`config.mk`:
```
export PLATFORM = sky130hd
export DESIGN_NAME = ifetch
export DESIGN_NICKNAME = d
export VERILOG_FILES = /design/src/rtl/ifetch.sv
export SDC_FILE = /design/constraint.sdc
export NUM_CORES = 1
export LEC_CHECK = 0
export BUFFER_PORTS_ARGS = -buffer_cell sky130_fd_sc_hd__clkbuf_2
export CAP_MARGIN = 25
export CORE_MARGIN = 10
export CORE_UTILIZATION = 52
export CTS_CLUSTER_SIZE = 16
export DETAILED_ROUTE_END_ITERATION = 12
export HOLD_SLACK_MARGIN = 0.02
export PLACE_DENSITY = 0.84
export SYNTH_ARGS = -nofsm -noshare
export SYNTH_HDL_FRONTEND = slang
export SYNTH_SLANG_ARGS = --single-unit
```
`constraint.sdc`:
```
create_clock -name clk -period 3.85 [get_ports clk]
set_clock_uncertainty 0.1 [all_clocks]
set_input_delay 0 -clock clk [delete_from_list [all_inputs] [get_ports clk]]
set_output_delay 0 -clock clk [all_outputs]
set_load 0.005 [all_outputs]
```
`src/rtl/ifetch.sv`:
```
// Instruction fetch stage: owns the PC, drives the program ROM, assembles
// opcode (+ optional operand) into one instruction and hands it to execute
// over a valid/ready handshake. Handles branch redirects and HALT.
module ifetch #(
  parameter logic [7:0] RESET_PC = 8'h00,
  parameter logic [3:0] HALT_OPC = 4'hF
) (
  input  logic       clk,
  input  logic       rst,
  output logic [7:0] rom_addr,
  input  logic [7:0] rom_data,
  output logic [7:0] pc,
  output logic [7:0] ir,
  output logic [7:0] operand,
  output logic       instr_valid,
  input  logic       instr_ready,
  input  logic       branch_taken,
  input  logic [7:0] branch_target,
  output logic       halted
);

  typedef enum logic [2:0] {
    ISSUE = 3'd0,
    OPC   = 3'd1,
    OPR   = 3'd2,
    VALID = 3'd3,
    HALT  = 3'd4
  } state_t;

  state_t state;

  // Opcodes 0x2_..0xA_ carry a second (operand) byte.
  function automatic logic needs_operand(input logic [7:0] opc);
    return (opc[7:4] >= 4'h2) && (opc[7:4] <= 4'hA);
  endfunction

  // ROM address tracks the PC directly; the ROM registers it.
  assign rom_addr = pc;

  // Fetch FSM; every output is registered here.
  always_ff @(posedge clk) begin
    if (rst) begin
      state       <= ISSUE;
      pc          <= RESET_PC;
      ir          <= 8'h00;
      operand     <= 8'h00;
      instr_valid <= 1'b0;
      halted      <= 1'b0;
    end else begin
      case (state)
        ISSUE: begin
          // ROM latches the opcode address at this edge.
          pc    <= pc + 8'd1;
          state <= OPC;
        end
        OPC: begin
          ir <= rom_data;
          if (needs_operand(rom_data)) begin
            // pc already points at the operand byte; ROM latches it now.
            pc    <= pc + 8'd1;
            state <= OPR;
          end else begin
            operand     <= 8'h00;
            instr_valid <= 1'b1;
            state       <= VALID;
          end
        end
        OPR: begin
          operand     <= rom_data;
          instr_valid <= 1'b1;
          state       <= VALID;
        end
        VALID: begin
          if (instr_ready) begin
            instr_valid <= 1'b0;
            if (ir[7:4] == HALT_OPC) begin
              // HALT wins over any branch request on the same handshake.
              halted <= 1'b1;
              state  <= HALT;
            end else begin
              if (branch_taken) pc <= branch_target;
              state <= ISSUE;
            end
          end
        end
        HALT: begin
          // Parked until reset.
          halted      <= 1'b1;
          instr_valid <= 1'b0;
        end
        default: state <= ISSUE;
      endcase
    end
  end

endmodule

```
==> impl_metrics.json <==
{
  "gr-total-overflow": 0,
  "path_clk_slew_ns": 0.09,
  "layout_min_cycle_time_ns": 2.042,
  "setup_violations": 0,
  "port_buffers": 53,
  "critPathKind": "flop to flop",
  "seq_area_frac_synth_pct": 39.62,
  "cts_tree": "built",
  "finalCritPeriodShare_pct": 53.05,
  "wl_um": 3885,
  "clkLatencyLatePin_ns": 0.32,
  "status": "complete, no violations",
  "antenna_cells": 0,
  "place.gp.congestion": 0.8408,
  "wl_per_cell_um": 14.55,
  "dr.first_iter.drc_count": 156,
  "timing.rr.start": "state[2]$_SDFFE_PP0P_",
  "finalMaxSlewViolations": 0,
  "ant_nets": 0,
  "worst_slew_pin_slew_ns": 0.6176,
  "cap_violations": 0,
  "initial_utilization_pct": 53.59,
  "drc_errors": 0,
  "global_route.usage.total_pct": 14.77,
  "multi_input_area_um2": 758.2,
  "critPathMaxFanout": 21,
  "ios": 54,
  "fin_nets": 256,
  "coreArea_um2": 2734,
  "critPathMaxStageDelay_ns": 0.58,
  "min_from": "branch_taken",
  "die_area_um2": 5341,
  "p_per_area_nw_per_um2": 389.1,
  "grt_pass1_vias": 1487,
  "critical_path.slowest_cell": "dfxtp_1",
  "worstPathCellList": "and3b_1 -> or4_1 -> a21oi_1 -> a32o_2",
  "fp.dieH_um": 73.08,
  "syn-num-nets": 194,
  "first_pass_iters": 4,
  "timing.hold.ws_ns": 0.1059,
  "regArea_um2": 580.6,
  "grt_antenna_before_repair": 0,
  "cts_buffers": 5,
  "cellLeakagePower_nw": 0.8418,
  "holdPathEnd": "pc[4]$_SDFFE_PP0P_",
  "grt_pass1_wl_um": 6520,
  "dp_hpwl_um": 2791,
  "ys_ff_latch": 29,
  "via_per_inst": 5.625,
  "startpoint_type": "flop",
  "synthesis.area_um2": 1465,
  "fin_total_pwr_mw": 0.7516,
  "syn_inst": 173,
  "finish.utilization_pct": 70.66,
  "hold_violations": 0,
  "fillers": 208,
  "setup.worst_path.start": "state[2]$_SDFFE_PP0P_",
  "rsz0062_at_grt": "no",
  "cts_buffer_depth": 2,
  "clock-root-buffer": "clkbuf_4",
  "h-tree-depth": 2,
  "grt_max_degree": 29,
  "r2r_end": "pc[7]$_SDFFE_PP0P_",
  "drive_above_1_share_pct": 27.97,
  "vias": 1502,
  "peakVddDrop_v": 0.0003421,
  "rows": 19,
  "die_w_um": 73.08,
  "path_delay_family": "simple AND/OR/NAND/NOR gates",
  "tns_ns": 0,
  "synth_cell_types": 43,
  "clkSinkCount": 29,
  "end_kind": "flop",
  "hold_depth": 4,
  "cp.arrival_ns": 2.22,
  "required_ns": 4.03,
  "clock.fmax_mhz": 489.6,
  "reg2reg_depth": 4,
  "yosys_warnings": 0,
  "area_growth_pct": 31.85,
  "hold_class": "input pin to flop",
  "setup.reg_to_reg.worst_slack_ns": 1.81,
  "crit_buf_inv": 0,
  "syn_avg_cell_area_um2": 8.469,
  "slew_headroom_pct": 58.83
}
## report_power, final
part | leakage, nW | total, mW | switching [mW] | internal (mW)
Combinational | 0.559 | 0.151 | 0.0774 | 0.0732
Clock | 0.0455 | 0.258 | 0.103 | 0.155
Sequential | 0.237 | 0.343 | 0.0220 | 0.321
Total | 0.842 | 0.752 | 0.203 | 0.549
## synthesized netlist by cell type, drive strengths merged
| cell type | n | area share, % |
|---|---|---|
| dfxtp | 29 | 40 |
| a21oi | 20 | 6.8 |
| nand2 | 16 | 4.1 |
| buf | 13 | 6.1 |
| nand3 | 11 | 3.8 |
| nor2 | 11 | 2.8 |
| mux2i | 9 | 6.1 |
| inv | 7 | 1.8 |
| o21ai | 6 | 2.0 |
| o32ai | 5 | 3.0 |
| nor3 | 4 | 1.7 |
| nor4 | 4 | 1.7 |
| a211oi | 3 | 1.9 |
| a31oi | 3 | 1.7 |
| and3 | 3 | 1.3 |
| clkbuf | 3 | 0.77 |
| nor3b | 3 | 1.5 |
| o211ai | 3 | 1.9 |
| and2 | 2 | 0.85 |
| nand4 | 2 | 0.85 |
| o211a | 2 | 1.4 |
| a211o | 1 | 0.60 |
| a21o | 1 | 0.51 |
| a311oi | 1 | 0.60 |
| a31o | 1 | 0.60 |
| a32o | 1 | 0.77 |
| and3b | 1 | 0.60 |
| ha | 1 | 0.85 |
| maj3 | 1 | 0.68 |
| nand2b | 1 | 0.43 |
| o2111ai | 1 | 0.60 |
| o21bai | 1 | 0.51 |
| o221ai | 1 | 0.60 |
| or2 | 1 | 0.43 |
| or4 | 1 | 0.51 |
## worst max path at each step
stage | endpoint | slack, ns | cells past startpoint
after detailed placement | pc[7]$_SDFFE_PP0P_ | 1.85 | 4
after CTS | pc[7]$_SDFFE_PP0P_ | 1.83 | 4
after global routing | pc[7]$_SDFFE_PP0P_ | 1.69 | 4
after floorplan | pc[7]$_SDFFE_PP0P_ | 2.36 | 5
after global placement | pc[7]$_SDFFE_PP0P_ | 1.90 | 4
final | pc[7]$_SDFFE_PP0P_ | 1.81 | 4
## flip-flops by register name, summed over array words and instances, names as in the netlist
register	flops
state	3
ir	8
operand	8
halted	1
instr_valid	1
pc	8
## through the flow
step	cells	cell area, um^2	setup slack (ns)
detailed placement	242	1677	1.847
global route	267	1932	1.689
global placement	242	1677	1.901
finish	267	1932	1.808
CTS	267	1932	1.835
floorplan	173	1465	2.356
## placed cells by master (no fill, tap or decap), drive strengths merged, types with 5 or more instances in the layout
master        n
o21ai         6
mux2i         9
nand2        16
dfxtp        29
clkbuf       60
inv           7
nor2         11
nand3        11
dlygate4sd3  17
o32ai         5
a21oi        20
## kinds of logic (layout without fill, tap and decap cells)
group	count (synthesis)	after routing	synth area share, %
buf+inv	23	86	8.626
flops	29	29	39.62
fa+ha+maj	2	2	1.537
simple gates	60	60	20.58
mux	9	9	6.149
compound gates	50	50	23.48
## final cells by class
type | instances | share of cell area, %
clock buffer | 7 | 2.850
clock inverter | 1 | 1.554
inverter | 7 | 1.360
multi-input combinational | 121 | 39.25
sequential | 29 | 30.05
tap | 31 | 2.008
timing repair buffer | 71 | 22.93
## worst reg2reg max path, delay by kind of cell, from the launching register on
kind               cells  cell delay [ns]
DFF                    1             0.58
AOI/OAI and AO/OA      2             0.31
and+or+nand+nor        2             1.00
## metal layers
layer | up-vias | wire length, um | share of wire (%) | GRT usage, %
li1 | 758 | - | - | -
met1 | 684 | 1603 | 41 | 16.00
met2 | 55 | 1892 | 49 | 25.41
met3 | 5 | 356 | 9.2 | 6.531
met4 | 0 | 33 | 0.85 | 3.797
met5 | - | 0 | 0 | 0
## what timing repair did
item,CTS,global route
endpoints found under the setup margin,0,0
buffers inserted,0,0
hold buffers,17,0
gates resized for setup,0,0
endpoints found under the hold margin,26,0
Power figures use the tool's default switching activity.
